### src/rtl/if_stage_pkg.sv
`default_nettype none
// +------------------------------------------------------------------------+
// | if_stage_pkg : shared fetch widths, RV32 field positions and opcodes.  |
// | Revision     : 1.0                                                     |
// +------------------------------------------------------------------------+
package if_stage_pkg;

  localparam int XLEN = 32;

  // Instruction field bit positions, shared with the decoder
  localparam int C_OPCODE_LSB  = 0;
  localparam int C_OPCODE_MSB  = 6;
  localparam int C_RD_LSB      = 7;
  localparam int C_RD_MSB      = 11;
  localparam int C_FUNCT3_LSB  = 12;
  localparam int C_FUNCT3_MSB  = 14;
  localparam int C_RS1_LSB     = 15;
  localparam int C_RS1_MSB     = 19;
  localparam int C_RS2_LSB     = 20;
  localparam int C_RS2_MSB     = 24;
  localparam int C_FUNCT7_5_BIT = 30;

  typedef enum logic [6:0] {
    OPC_LOAD   = 7'b0000011,
    OPC_OP_IMM = 7'b0010011,
    OPC_AUIPC  = 7'b0010111,
    OPC_STORE  = 7'b0100011,
    OPC_OP     = 7'b0110011,
    OPC_LUI    = 7'b0110111,
    OPC_BRANCH = 7'b1100011,
    OPC_JALR   = 7'b1100111,
    OPC_JAL    = 7'b1101111,
    OPC_SYSTEM = 7'b1110011
  } opcode_e;

  // Response FIFO sizing
  localparam int                      C_FIFO_CNT_W = 2;
  localparam logic [C_FIFO_CNT_W-1:0] C_FIFO_DEPTH = 2;
  localparam logic [C_FIFO_CNT_W-1:0] C_FIFO_ONE   = 1;
  localparam logic [C_FIFO_CNT_W:0]   C_OCC_LIMIT  = 2;

endpackage
`default_nettype wire

### src/rtl/if_resp_fifo.sv
`default_nettype none
// +------------------------------------------------------------------------+
// | if_resp_fifo : 2-entry fetch response FIFO with flush.                 |
// | Revision     : 1.0                                                     |
// +------------------------------------------------------------------------+
module if_resp_fifo
  import if_stage_pkg::*;
#(
  parameter int WIDTH = 64
) (
  input  logic                    clk,
  input  logic                    rst,
  input  logic                    push,
  input  logic [WIDTH-1:0]        push_data,
  input  logic                    pop,
  input  logic                    flush,
  output logic [WIDTH-1:0]        head_data,
  output logic                    full,
  output logic                    empty,
  output logic [C_FIFO_CNT_W-1:0] count
);

  logic [WIDTH-1:0]        r_mem [0:1];
  logic                    r_rd_ptr;
  logic                    r_wr_ptr;
  logic [C_FIFO_CNT_W-1:0] r_count;
  logic                    w_do_pop;
  logic                    w_do_push;

  assign w_do_pop  = pop & (r_count != '0);
  // A full FIFO still accepts a push when the head leaves in the same cycle
  assign w_do_push = push & ((r_count != C_FIFO_DEPTH) | w_do_pop);

  always_ff @(posedge clk) begin
    if (rst || flush) begin
      r_rd_ptr <= 1'b0;
      r_wr_ptr <= 1'b0;
      r_count  <= '0;
    end else begin
      if (w_do_push) begin
        r_mem[r_wr_ptr] <= push_data;
        r_wr_ptr        <= ~r_wr_ptr;
      end
      if (w_do_pop) begin
        r_rd_ptr <= ~r_rd_ptr;
      end
      case ({w_do_push, w_do_pop})
        2'b10:   r_count <= r_count + C_FIFO_ONE;
        2'b01:   r_count <= r_count - C_FIFO_ONE;
        default: r_count <= r_count;
      endcase
    end
  end

  assign head_data = r_mem[r_rd_ptr];
  assign full      = (r_count == C_FIFO_DEPTH);
  assign empty     = (r_count == '0);
  assign count     = r_count;

endmodule
`default_nettype wire

### src/rtl/if_stage.sv
`default_nettype none
// +------------------------------------------------------------------------+
// | if_stage : instruction fetch with 1-cycle imem and 2-entry skid FIFO.  |
// | Optional macro IF_PERF_CNT_EN adds perf_fetched / perf_stall counters. |
// | Revision : 1.0                                                         |
// +------------------------------------------------------------------------+
module if_stage #(
  parameter int              XLEN     = if_stage_pkg::XLEN,
  parameter logic [XLEN-1:0] RESET_PC = '0
) (
  input  logic            clk,
  input  logic            rst,
  output logic            imem_req,
  output logic [XLEN-1:0] imem_addr,
  input  logic [XLEN-1:0] imem_rdata,
  input  logic            redirect_valid,
  input  logic [XLEN-1:0] redirect_pc,
  output logic            out_valid,
  input  logic            out_ready,
  output logic [XLEN-1:0] out_instr,
  output logic [XLEN-1:0] out_pc,
  output logic [XLEN-1:0] out_pc_plus4,
  output logic [6:0]      out_opcode,
  output logic [2:0]      out_funct3,
  output logic            out_funct7_5
`ifdef IF_PERF_CNT_EN
  ,
  output logic [31:0]     perf_fetched,
  output logic [31:0]     perf_stall
`endif
);

  import if_stage_pkg::*;

  localparam logic [XLEN-1:0] C_PC_STEP          = XLEN'(4);
  localparam logic [XLEN-1:0] C_RESET_PC_ALIGNED = {RESET_PC[XLEN-1:2], 2'b00};

  logic [XLEN-1:0]         r_pc;
  logic [XLEN-1:0]         r_req_pc;
  logic                    r_inflight;

  logic [XLEN-1:0]         w_target;
  logic [XLEN-1:0]         w_fetch_addr;
  logic                    w_req;
  logic                    w_pop;
  logic                    w_push;
  logic [C_FIFO_CNT_W:0]   w_occupancy;
  logic [C_FIFO_CNT_W:0]   w_occ_after_pop;
  logic [2*XLEN-1:0]       w_head;
  logic [XLEN-1:0]         w_head_pc;
  logic [XLEN-1:0]         w_head_instr;
  logic                    w_fifo_full;
  logic                    w_fifo_empty;
  logic [C_FIFO_CNT_W-1:0] w_fifo_count;
  logic                    w_unused_ok;

  assign w_target     = {redirect_pc[XLEN-1:2], 2'b00};
  assign w_fetch_addr = redirect_valid ? w_target : r_pc;

  assign out_valid = ~w_fifo_empty & ~rst;
  assign w_pop     = out_valid & out_ready;

  // The response landing in a redirect cycle belongs to the old path
  assign w_push = r_inflight & ~redirect_valid;

  assign w_occupancy     = {1'b0, w_fifo_count} + {{C_FIFO_CNT_W{1'b0}}, r_inflight};
  assign w_occ_after_pop = w_occupancy - {{C_FIFO_CNT_W{1'b0}}, w_pop};

  // A redirect flushes everything, so its target always has room
  assign w_req = ~rst & (redirect_valid | (w_occ_after_pop < C_OCC_LIMIT));

  assign imem_req  = w_req;
  assign imem_addr = w_fetch_addr;

  always_ff @(posedge clk) begin
    if (rst) begin
      r_pc       <= C_RESET_PC_ALIGNED;
      r_req_pc   <= '0;
      r_inflight <= 1'b0;
    end else begin
      r_inflight <= w_req;
      if (w_req) begin
        r_pc     <= w_fetch_addr + C_PC_STEP;
        r_req_pc <= w_fetch_addr;
      end
    end
  end

  if_resp_fifo #(
    .WIDTH (2*XLEN)
  ) u_resp_fifo (
    .clk       (clk),
    .rst       (rst),
    .push      (w_push),
    .push_data ({r_req_pc, imem_rdata}),
    .pop       (w_pop),
    .flush     (redirect_valid),
    .head_data (w_head),
    .full      (w_fifo_full),
    .empty     (w_fifo_empty),
    .count     (w_fifo_count)
  );

  assign w_head_pc    = w_head[2*XLEN-1:XLEN];
  assign w_head_instr = w_head[XLEN-1:0];

  assign out_instr    = w_head_instr;
  assign out_pc       = w_head_pc;
  assign out_pc_plus4 = w_head_pc + C_PC_STEP;
  assign out_opcode   = w_head_instr[C_OPCODE_MSB:C_OPCODE_LSB];
  assign out_funct3   = w_head_instr[C_FUNCT3_MSB:C_FUNCT3_LSB];
  assign out_funct7_5 = w_head_instr[C_FUNCT7_5_BIT];

  assign w_unused_ok = &{1'b0, redirect_pc[1:0], w_fifo_full};

`ifdef IF_PERF_CNT_EN
  logic [31:0] r_perf_fetched;
  logic [31:0] r_perf_stall;

  always_ff @(posedge clk) begin
    if (rst) begin
      r_perf_fetched <= '0;
      r_perf_stall   <= '0;
    end else begin
      if (w_pop) begin
        r_perf_fetched <= r_perf_fetched + 32'd1;
      end
      if (out_valid & ~out_ready) begin
        r_perf_stall <= r_perf_stall + 32'd1;
      end
    end
  end

  assign perf_fetched = r_perf_fetched;
  assign perf_stall   = r_perf_stall;
`endif

endmodule
`default_nettype wire
### config.mk
export PLATFORM = sky130hd
export DESIGN_NAME = if_stage
export DESIGN_NICKNAME = d
export VERILOG_FILES = /design/src/rtl/if_stage_pkg.sv /design/src/rtl/if_resp_fifo.sv /design/src/rtl/if_stage.sv
export SDC_FILE = /design/constraint.sdc
export NUM_CORES = 1
export LEC_CHECK = 0
export BUFFER_PORTS_ARGS = -buffer_cell sky130_fd_sc_hd__buf_2
export CAP_MARGIN = 10
export CORE_MARGIN = 2
export CORE_UTILIZATION = 49
export CTS_CLUSTER_DIAMETER = 200
export DETAILED_ROUTE_END_ITERATION = 6
export HOLD_SLACK_MARGIN = 0.06
export PLACE_DENSITY = 0.73
export SLEW_MARGIN = 20
export SYNTH_ARGS = -nofsm -noshare
export SYNTH_HDL_FRONTEND = slang
export SYNTH_SLANG_ARGS = --single-unit
### constraint.sdc
create_clock -name clk -period 5.1 [get_ports clk]
set_clock_uncertainty 0.1 [all_clocks]
set_input_delay 1.02 -clock clk [delete_from_list [all_inputs] [get_ports clk]]
set_output_delay 1.02 -clock clk [all_outputs]
set_load 0.03 [all_outputs]
Word level (Yosys, flattened, before mapping) --
Memory sizes are Yosys's and may differ from the RTL's. A register that Yosys moved wholly into a read port is not among the register bits. Index checks and enable logic that the tools add are counted.
Word-level totals: register bits 69, bits in writable memories 128, input port bits 68, output and inout bits 141, logic and storage cells 41, memories kept 1
Cells by class: add/sub/neg operators 6, magnitude comparators 1, equal/unequal tests 3, muxes and demuxes 7, bitwise logic cells 13, reductions and logical operators 4
Memories:
- u_resp_fifo.r_mem | depth 2, bits a word 64, rd ports 1, clocked after memory_dff 1, wr ports 1, RTL line if_resp_fifo.sv:23 | logic [WIDTH-1:0] r_mem [0:1];
Operator list (count):
- $add 32x3->32 const B | 2
- $mux 32 | 1
- $and 1x1->1 | 6
- $mux 1 | 5
- $not 1->1 | 5
- $pmux 2 s2 | 1
- $reduce_bool 2->1 | 2
- $add 2x1->3 | 1
- $lt 3x2->1 const B | 1
- $sub 3x1->3 | 1
- $add 2x1->2 const B | 1
- $eq 2x1->1 const B | 1
- $eq 2x2->1 const B | 1
- $logic_not 2->1 | 1
- $ne 2x2->1 const B | 1
- $or 1x1->1 | 2
- $sub 2x1->2 const B | 1
- $logic_or 1x1->1 | 1

Logic depth before layout (Yosys ltp) --
Gate-level depths: netlist of run 1.
depth in word-level cells 10, depth in mapped cells 13

Modules after synthesis --
From an unflattened synthesis of run 1, not the netlist that was laid out.
Second synthesis, totals: cells, all modules 763, area total of the unflattened synthesis 9131.3 um^2
Modules (own cells, without submodules):
- if_resp_fifo | times used 1, cells each 228, area an instance 4902.2 um^2, sequential area each 3943.8 um^2
- if_stage | times used 1, cells each 535, area an instance 4229.1 um^2, sequential area each 1261.2 um^2

Least setup slack after synthesis of run 1 --
OpenSTA, ideal clock, no wires.
path kind input port to flip-flop, start point input redirect_valid, end point memory u_resp_fifo.r_mem[0][0], enable pin, setup time 486 ps, data arrival time 4663 ps, required time 4514 ps, setup slack -149 ps, stages 8, buffers on the path 5, cells stage by stage buf_6 > buf_12 > buf_8 > buf_2 > buf_2 > nor2_1 > o211ai_1 > nor2_1
Between the ends: cells in the longest elaborated chain, start to end 6, elaborated cells between the ends (all ways) 7, those cells by class 3 x mux; 3 x bitwise; 1 x reduce/logical
Ends and longest elaborated chain:
- start: declaration | RTL line if_stage.sv:16 | input logic redirect_valid,
- $not 1->1 | RTL line if_stage.sv:64 | assign w_push = r_inflight & ~redirect_valid;
- $and 1x1->1 | RTL line if_stage.sv:64
- $and 1x1->1 | RTL line if_resp_fifo.sv:32 | assign w_do_push = push & ((r_count != C_FIFO_DEPTH) | w_do_pop);
- $mux 1 | RTL line if_resp_fifo.sv:40 | if (w_do_push) begin
- $mux 1 * | RTL line if_resp_fifo.sv:35 | if (rst || flush) begin
- $mux 1 (implied by the code) * | RTL line if_resp_fifo.sv:41 | r_mem[r_wr_ptr] <= push_data;
- end: declaration | RTL line if_resp_fifo.sv:23
Mark *: on every way between the ends. The rest lies on a longest branch, timed or not.

Worst setup path after layout of run 1 --
start point input rst, end point output imem_req
Between the ends: cells in the longest elaborated chain, start to end 7
Ends and longest elaborated chain:
- start: declaration | RTL line if_stage.sv:12 | input logic rst,
- $not 1->1 * | RTL line if_stage.sv:60, if_stage.sv:70
- $and 1x1->1 | RTL line if_stage.sv:60 | assign out_valid = ~w_fifo_empty & ~rst;
- $and 1x1->1 | RTL line if_stage.sv:61 | assign w_pop = out_valid & out_ready;
- $sub 3x1->3 | RTL line if_stage.sv:67 | assign w_occ_after_pop = w_occupancy - {{C_FIFO_CNT_W{1'b0}}, w_pop};
- $lt 3x2->1 | RTL line if_stage.sv:70 | assign w_req = ~rst & (redirect_valid | (w_occ_after_pop < C_OCC_LIMIT));
- $or 1x1->1 | RTL line if_stage.sv:70
- $and 1x1->1 * | RTL line if_stage.sv:70
- end: declaration | RTL line if_stage.sv:13 | output logic imem_req,
Marks and branches as above.

==> results of run 1 <==
-- routing by layer --
| metal | vias to the layer above | GRT usage | share of wire |
|---|---|---|---|
| met1 | 3087 | 0.2850 | 0.45 |
| met5 | - | 0 | 0 |
| met4 | 0 | 0.08000 | 0.020 |
| met3 | 33 | 0.04151 | 0.072 |
| li1 | 3158 | - | - |
| met2 | 240 | 0.3447 | 0.46 |
-- worst max path at each step --
stage | end | start | slack [ns] | cells past startpoint
after floorplan | u_resp_fifo.r_mem[0][0] | redirect_valid | -0.15 | 8
after global placement | imem_req | rst | 0.50 | 10
after detailed placement | imem_req | rst | 0.50 | 10
after CTS | imem_req | rst | 0.49 | 10
after global routing | out_pc_plus4[28] | flip-flop | 0.33 | 8
final | imem_req | rst | 0.49 | 10
-- metrics by stage --
step / area (um^2) / hold WS, ns / utilization
final: 10950 / 0.3503 / 0.5894
after global routing: 10950 / 0.3653 / 0.5894
after CTS: 10950 / 0.3513 / 0.5894
after detailed placement: 10380 / 0.3316 / 0.5586
after global placement: 10380 / 0.3256 / 0.5586
after floorplan: 9238 / 0.3178 / -
-- layout make-up --
class,count,share of cell area
multi-input combinational,473,0.3296
tap,234,0.02674
clock inverter,14,0.01303
inverter,41,0.01405
timing repair buffer,217,0.1017
clock buffer,18,0.03919
sequential,196,0.4757
-- flip-flops by register name, summed over array words and instances (netlist names), named ones only --
| register | cells |
|---|---|
| u_resp_fifo.r_wr_ptr | 1 |
| u_resp_fifo.r_mem | 128 |
| u_resp_fifo.r_rd_ptr | 1 |
| u_resp_fifo.count | 2 |
| r_inflight | 1 |
| r_pc | 32 |
| r_req_pc | 30 |
-- layout by cell type, fill, tap and decap left out, drive strengths merged, types with 26 or more instances in the layout --
cell      n
nand3    39
mux2i    34
edfxtp  128
nand2    67
nor2     26
mux2     60
xnor2    32
o21ai    27
dfxtp    68
buf     217
inv      48
-- where the power goes --
group | switching, uW | internal (uW)
registers | 51.1 | 1760
logic | 292 | 146
clock network | 601 | 690
-- worst max-delay path, stage by stage --
cell	delay (ns)
buf_2	0.11
nor3b_1	0.41
ha_1	0.31
nand2b_1	0.15
fa_1	0.38
xnor2_1	0.37
a21o_1	0.21
nand2_1	0.17
inv_1	0.14
buf_2	0.20
-- kinds of logic (layout without fill, tap and decap cells) --
kind of cell             Yosys count  in the layout  synth area share
flip-flops                       196            196            0.5635
buffers and inverters             87            290           0.04822
adder cells (fa/ha/maj)            4              4          0.006231
AND/OR/NAND/NOR                  220            220            0.1373
AO/OA/AOI/OAI                    113            113           0.09495
multiplexers                      94             94            0.1100
XOR/XNOR                          42             42           0.03982
==> run metrics, run 1 <==
status finished, final reports clean; Setup Buffers After CTS 0; global placer's final weighted congestion 0.8674; FFs w/ async S/R, synth 0; setup ws final about 0.5 ns; fin crit period 4.605 ns; # diodes 0; Synth top area share 0.4161; Rel. slew slack 0.2991; Avg WL per Cell 17.75 um; DRC errors left 0; core box area between 15,000 and 20,000 um^2; Setup-failing EPs final 0; net count reported at finish 1,018; # rows 50; count of final hold-check violations 0; Die W approximately 140 um; Root Buffer clkbuf_16; total I/O pin count 209; post-synthesis sequential area ratio 0.5635; hold crit path type reg -> reg; Cell Area, Synth between 9000 and 10,000 um^2; Synth top cells by count edfxtp_1, dfxtp_1, nand2_1; Crit Reg-Reg Startpoint u_resp_fifo.count[1]; cts hold-fix bufs 0; ys flop type edfxtp_1; DRT iter0 DRCs approximately 450; worst endpoint required time 3.98 ns; share of layout cells above drive strength 1 0.3504; fin. max-slew vios 0; slack of the worst reg-to-reg path 1.38 ns; Resized Gates After CTS 0; initial antenna violation count 0; Routed WL roughly 21 mm; Antenna Nets Post-Route 0; clk slew on worst S/H paths 0.07 ns; RSZ-0062 raised after global routing no; pin count of the biggest net entering global routing 65; area leader, netlist edfxtp_1; clk_lat worst skew around 0.43 ns; CTS H-Tree Depth 4; CTS Buf Count 17; Clock Tree Buf Depth 2; worst-case reg-to-reg path depth 11; DR vias/cell 5.464; Avg Cell Area, Syn about 12 um^2; Fillers 1,523; clk sink count 196; number of synthesized flops with an enable pin 128; CTS tree done; PortBufs 206; post-placement cell count 1,161; fmax 0.2172 GHz; RR Endpoint r_pc[26]; top-count cell post-synth edfxtp_1; Synth cell types 69; CP Data Arrival Time 3.49 ns; Setup CP Type in -> out; Detailed Place HPWL 15.25 mm; area of the die 19,970 um^2; CP endpoint kind primary output; post-route clock period utilization 0.9029; gr usage total 0.2125; Max Cap Viol 0; Cells on Worst Hold Path 0; top post-synthesis cells by area edfxtp_1, dfxtp_1, mux2_2; leakage power 0.004412 uW; Max VDD drop between 0.2 and 0.3 mV; syn_nets 828; Overall Power 3540 uW; Vias 6,518; Fin Setup TNS 0 ns; vias in the first global route roughly 6.3k; pwr/cell area 323.2 nW/um^2; Critical Path Fanout Max 4; critical path startpoint category input port; grt total ovfl 0; min-delay src r_pc[0]; area taken by multi-input logic gates 3610 um^2; die height 141.3 um; Area Growth Syn to Fin 18.54%; Hold Crit Endpoint u_resp_fifo.r_mem[0][32]; Yosys warning count 0; Gate Count Post-Synth roughly 760; #FFs+latches synth 196; Worst Max-Slew Pin Slew 1.051 ns; non-filler cells, final about 1.2k; Initial Util 0.4972; DRT Pass-1 Iters 5; first-pass GRT wire length 33.00 mm; worst slack, placed 0.5032 ns; register area between 5000 and 6000 um^2
(Power assumes the default switching activity.)
==> run 2, diff against run 1 <==
Settings changed: CORE_UTILIZATION 49 to 40, PLACE_DENSITY 0.73 to 0.61.
==> run metrics, run 2 (synthesized netlist as in run 1, its figures left out) <==
critical path startpoint category input port; max reg flops 128 (unchanged); RSZ-0062 raised after global routing no; Antenna Nets Post-Route 0 (unchanged); CTS Buf Count 17 (unchanged); Max VDD drop 0.2026 mV (-26%); post-placement cell count 1,214 (+4.6%); status finished, final reports clean; clk sink count 196 (unchanged); area of the die 24,330 um^2 (+22%); initial antenna violation count 0 (unchanged); commonest non-fill, non-tap cell in the layout buf_2; pin count of the biggest net entering global routing 66 (+1.5%); gr usage total 0.1769 (-0.03559); cts hold-fix bufs 0 (unchanged); clk slew on worst S/H paths 0.07 ns (about the same); die height 156.0 um (+10%); # diodes 0 (unchanged); pwr/cell area 327.7 nW/um^2 (+1.4%); first-pass GRT wire length 33.06 mm (+0.19%); Setup CP Type in -> out; net count reported at finish 1,020 (+0.20%); Avg WL per Cell 17.62 um (-0.71%); worst endpoint required time 3.98 ns (about the same); Regs by FF count u_resp_fifo.r_mem (128), r_pc (32), r_req_pc (30); Crit Reg-Reg Startpoint u_resp_fifo.count[1]; worst path cell trace buf_2, nor3b_1, ha_1, nand2b_1, fa_1, xnor2_1, a21o_1, nand2_1, inv_1, buf_2; Max Cap Viol 0 (unchanged); # rows 55 (+10%); CTS tree done; DR vias/cell 5.213 (-4.6%); global placer's final weighted congestion 0.7977 (-8.0%); Clock Tree Buf Depth 2 (unchanged); grt total ovfl 0 (unchanged); Worst Max-Slew Pin Slew 1.042 ns (-0.009712 ns); Routed WL 21.96 mm (+3.7%); core box area 22,640 um^2 (+22%); Worst path max stage delay 0.45 ns (+0.04 ns); fmax 0.2196 GHz (+1.1%); Rel. slew slack 0.3055 (+0.006475); register with the most flip-flops u_resp_fifo.r_mem; hold crit path type reg -> reg; CTS H-Tree Depth 4 (unchanged); PortBufs 206 (unchanged); Root Buffer clkbuf_16; DRT Pass-1 Iters 4 (-1); DRT iter0 DRCs 436 (-2.7%); Top cell by count, worst path buf_2; Vias 6,496 (-0.34%); clk_lat worst skew 0.43 ns (about the same); CP endpoint kind primary output; Setup Buffers After CTS 0 (unchanged); count of final hold-check violations 0 (unchanged); Initial Util 0.4080 (-0.08916); CP Data Arrival Time 3.43 ns (-0.06 ns); post-layout util 0.4898 (-0.09956); fin crit period 4.554 ns (-0.05113 ns); non-filler cells, final 1,246 (+4.4%); Resized Gates After CTS 0 (unchanged); Area Growth Syn to Fin 20.05%; Critical Path Fanout Max 3 (-1); Setup-failing EPs final 0 (unchanged); Slowest-stage cell, CP nor3b_1; total I/O pin count 209 (unchanged); fin. max-slew vios 0 (unchanged); share of layout cells above drive strength 1 0.3517 (+0.001352); leakage power 0.004449 uW (+0.85%); Die W 156.0 um (+10%); Detailed Place HPWL 15.93 mm (+4.5%); DRC errors left 0 (unchanged); vias in the first global route 5,974 (-5.7%); post-route clock period utilization 0.8929 (-0.01003); min-delay src r_pc[1]; CP startpoint rst; commonest non-fill, non-tap cells in the layout buf_2, edfxtp_1, dfxtp_1, nand2_1, mux2_2
==> run 2: cell count changes in the layout (fill, tap and decap cells not counted), sizes merged <==
| cell | before | now |
|---|---|---|
| clkinv | 4 | 5 |
| bufinv | 1 | 2 |
| clkinvlp | 2 | 0 |
| buf | 217 | 219 |
==> run 2: worst max-delay path, delay by kind of cell <==
kind	cells	cell delay [ns]
fa+ha+maj	2	0.70
xor+xnor	1	0.36
compound gates	1	0.22
simple gates	3	0.68
buf+inv	3	0.46
==> run 2: layout make-up <==
cell class / instances / area [um^2]
well taps: 285 / 356.6
multi-input cells: 473 / 3610
repair buffers: 219 / 1141
flip-flops and latches: 196 / 5209
inverters: 41 / 153.9
clock inverters: 14 / 190.2
clock buffers: 18 / 429.2
fillers: 2091 / 11550
==> run 2: per-layer routing <==
layer,global-route usage,vias to the layer above,routed length [um]
li1,-,3172,-
met1,0.2466,3099,10570
met2,0.2800,210,9852
met3,0.03972,15,1331
met4,0.04500,0,200
met5,0,-,0
==> run 2: worst paths after layout <==
path,endpoint,slack (ns),cells after the start
setup / recovery,imem_req,0.55,10
hold / removal,u_resp_fifo.r_mem[0][33],0.35,0
setup reg to reg,r_pc[31],1.36,11
hold reg to reg,u_resp_fifo.r_mem[0][33],0.35,0
==> run 2: power breakdown <==
| part | leakage [uW] | internal [uW] | switching, uW | total [uW] |
|---|---|---|---|---|
| sequential | 0.00175 | 1760 | 50.9 | 1810 |
| clock | 0.000303 | 752 | 630 | 1380 |
| combinational | 0.00239 | 147 | 295 | 442 |
==> run 2: per-stage QoR <==
| stage | instance area, um^2 | TNS [ns] | hold WS, ns | power, uW | setup slack [ns] |
|---|---|---|---|---|---|
| after floorplan | 9238 | -19.06 | 0.3178 | 2139 | -0.1489 |
| after global placement | 10470 | 0 | 0.3318 | 2282 | 0.5583 |
| after detailed placement | 10470 | 0 | 0.3351 | 2289 | 0.5254 |
| after CTS | 11090 | 0 | 0.3548 | 3678 | 0.5072 |
| after global routing | 11090 | 0 | 0.3868 | 3785 | 0.2950 |
| final | 11090 | 0 | 0.3536 | 3634 | 0.5461 |
==> run 3, diff against run 2 <==
Settings changed: CORE_MARGIN 2 to 1.5.
==> run metrics, run 3 (synthesized netlist as in run 1, its figures left out) <==
Max VDD drop 0.1983 mV (-2.1%); Die W 155.0 um (-0.64%); worst-case reg-to-reg path depth 10 (-1); critical path startpoint category input port; Initial Util 0.4080 (unchanged); worst path cell trace buf_2, nor3b_1, ha_1, nand2b_1, fa_1, xnor2_1, a21o_1, nand2_1, inv_1, buf_2; Area Growth Syn to Fin 19.80%; register with the most flip-flops u_resp_fifo.r_mem; RSZ-0062 raised after global routing no; total I/O pin count 209 (unchanged); area taken by multi-input logic gates 3610 um^2 (unchanged); clk sink count 196 (unchanged); max reg flops 128 (unchanged); Crit Reg-Reg Startpoint u_resp_fifo.count[1]; cts hold-fix bufs 0 (unchanged); vias in the first global route 6,064 (+1.5%); Worst path max stage delay 0.41 ns (-0.04 ns); first-pass GRT wire length 33.71 mm (+1.9%); worst endpoint required time 3.98 ns (about the same); grt total ovfl 0 (unchanged); commonest non-fill, non-tap cell in the layout buf_2; share of layout cells above drive strength 1 0.3510 (-0.0006753); DRC errors left 0 (unchanged); # rows 55 (unchanged); Hold Crit Endpoint u_resp_fifo.r_mem[0][32]; net count reported at finish 1,019 (-0.098%); fin crit period 4.481 ns (-0.07293 ns); global placer's final weighted congestion 0.8145 (+2.1%); Cells on Worst Hold Path 0 (unchanged); status finished, final reports clean; RR Endpoint r_pc[11]; CTS H-Tree Depth 4 (unchanged); Worst Max-Slew Pin Slew 1.008 ns (-0.03367 ns); hold crit path type reg -> reg; Vias 6,503 (+0.11%); Avg WL per Cell 17.50 um (-0.70%); clk_lat worst skew 0.42 ns (about the same); commonest non-fill, non-tap cells in the layout buf_2, edfxtp_1, dfxtp_1, nand2_1, mux2_2; Max Cap Viol 0 (unchanged); Critical Path Fanout Max 3 (unchanged); Detailed Place HPWL 15.57 mm (-2.3%); leakage power 0.004433 uW (-0.37%); Overall Power 3573 uW (-1.7%); Setup-failing EPs final 0 (unchanged); CP Data Arrival Time 3.36 ns (-0.07 ns); register area 5209 um^2 (unchanged); pin count of the biggest net entering global routing 65 (-1.5%); core box area 22,640 um^2 (unchanged); Regs by FF count u_resp_fifo.r_mem (128), r_pc (32), r_req_pc (30); initial antenna violation count 0 (unchanged); non-filler cells, final 1,245 (-0.080%); PortBufs 206 (unchanged); fmax 0.2232 GHz (+1.6%); DR vias/cell 5.223 (+0.19%); Rel. slew slack 0.3280 (+0.02245); fin. max-slew vios 0 (unchanged); pwr/cell area 322.9 nW/um^2 (-1.5%); slack of the worst reg-to-reg path 1.41 ns (+0.05 ns); min-delay src r_pc[0]; post-layout util 0.4888 (-0.0009950); Slowest-stage cell, CP nor3b_1; Setup CP Type in -> out; Antenna Nets Post-Route 0 (unchanged); post-placement cell count 1,213 (-0.082%); CTS tree done; Top cell by count, worst path buf_2; Fillers 2,066 (-1.2%); Resized Gates After CTS 0 (unchanged); Clock Tree Buf Depth 2 (unchanged); gr usage total 0.1811 (+0.004124); Routed WL 21.79 mm (-0.78%); clk slew on worst S/H paths 0.07 ns (about the same); CP endpoint kind primary output; Setup Buffers After CTS 0 (unchanged); DRT Pass-1 Iters 5 (+1); die height 155.0 um (-0.64%); count of final hold-check violations 0 (unchanged); area of the die 24,010 um^2 (-1.3%); # diodes 0 (unchanged); post-route clock period utilization 0.8786 (-0.01430); CTS Buf Count 17 (unchanged); DRT iter0 DRCs 400 (-8.3%); Root Buffer clkbuf_16
[run 3: power breakdown]
group	switching (uW)	total (uW)	internal, uW
combinational	295	443	148
sequential	49.6	1810	1760
clock	622	1320	699
[run 3: worst max-delay path, delay by kind of cell]
kind	cells	cell delay (ns)
buffers and inverters	3	0.45
XOR/XNOR	1	0.34
adder cells (fa/ha/maj)	2	0.70
AND/OR/NAND/NOR	3	0.64
AO/OA/AOI/OAI	1	0.21
[run 3: layout make-up]
type                       count  area share
inverter                      41     0.01391
sequential                   196      0.4707
timing repair buffer         218      0.1036
multi-input combinational    473      0.3262
clock buffer                  18     0.03878
clock inverter                14     0.01470
tap                          285     0.03222
[run 3: worst max-delay path by stage]
stage | slack (ns) | end | cells after the start | from
2_1_floorplan | -0.15 | u_resp_fifo.r_mem[0][0] | 8 | redirect_valid
3_3_place_gp | 0.57 | imem_req | 10 | rst
3_5_place_dp | 0.58 | imem_req | 10 | rst
4_1_cts | 0.55 | out_pc_plus4[28] | 7 | flip-flop
5_1_grt | 0.26 | out_pc_plus4[27] | 7 | flip-flop
6_report | 0.62 | imem_req | 10 | rst
[run 3: metal layers]
metal | wire, um | vias up | track usage
met2 | 9762 | 219 | 0.2804
met3 | 1317 | 22 | 0.03259
met5 | 0 | - | 0
met1 | 10440 | 3100 | 0.2594
li1 | - | 3162 | -
met4 | 265 | 0 | 0.05266
[run 3: per-stage QoR]
stage	setup slack, ns	setup TNS [ns]	instance area (um^2)	hold slack (ns)
2_1_floorplan	-0.1489	-19.06	9238	0.3178
3_3_place_gp	0.5720	0	10480	0.3249
3_5_place_dp	0.5784	0	10480	0.3340
4_1_cts	0.5459	0	11070	0.3544
5_1_grt	0.2630	0	11070	0.3716
6_report	0.6190	0	11070	0.3509
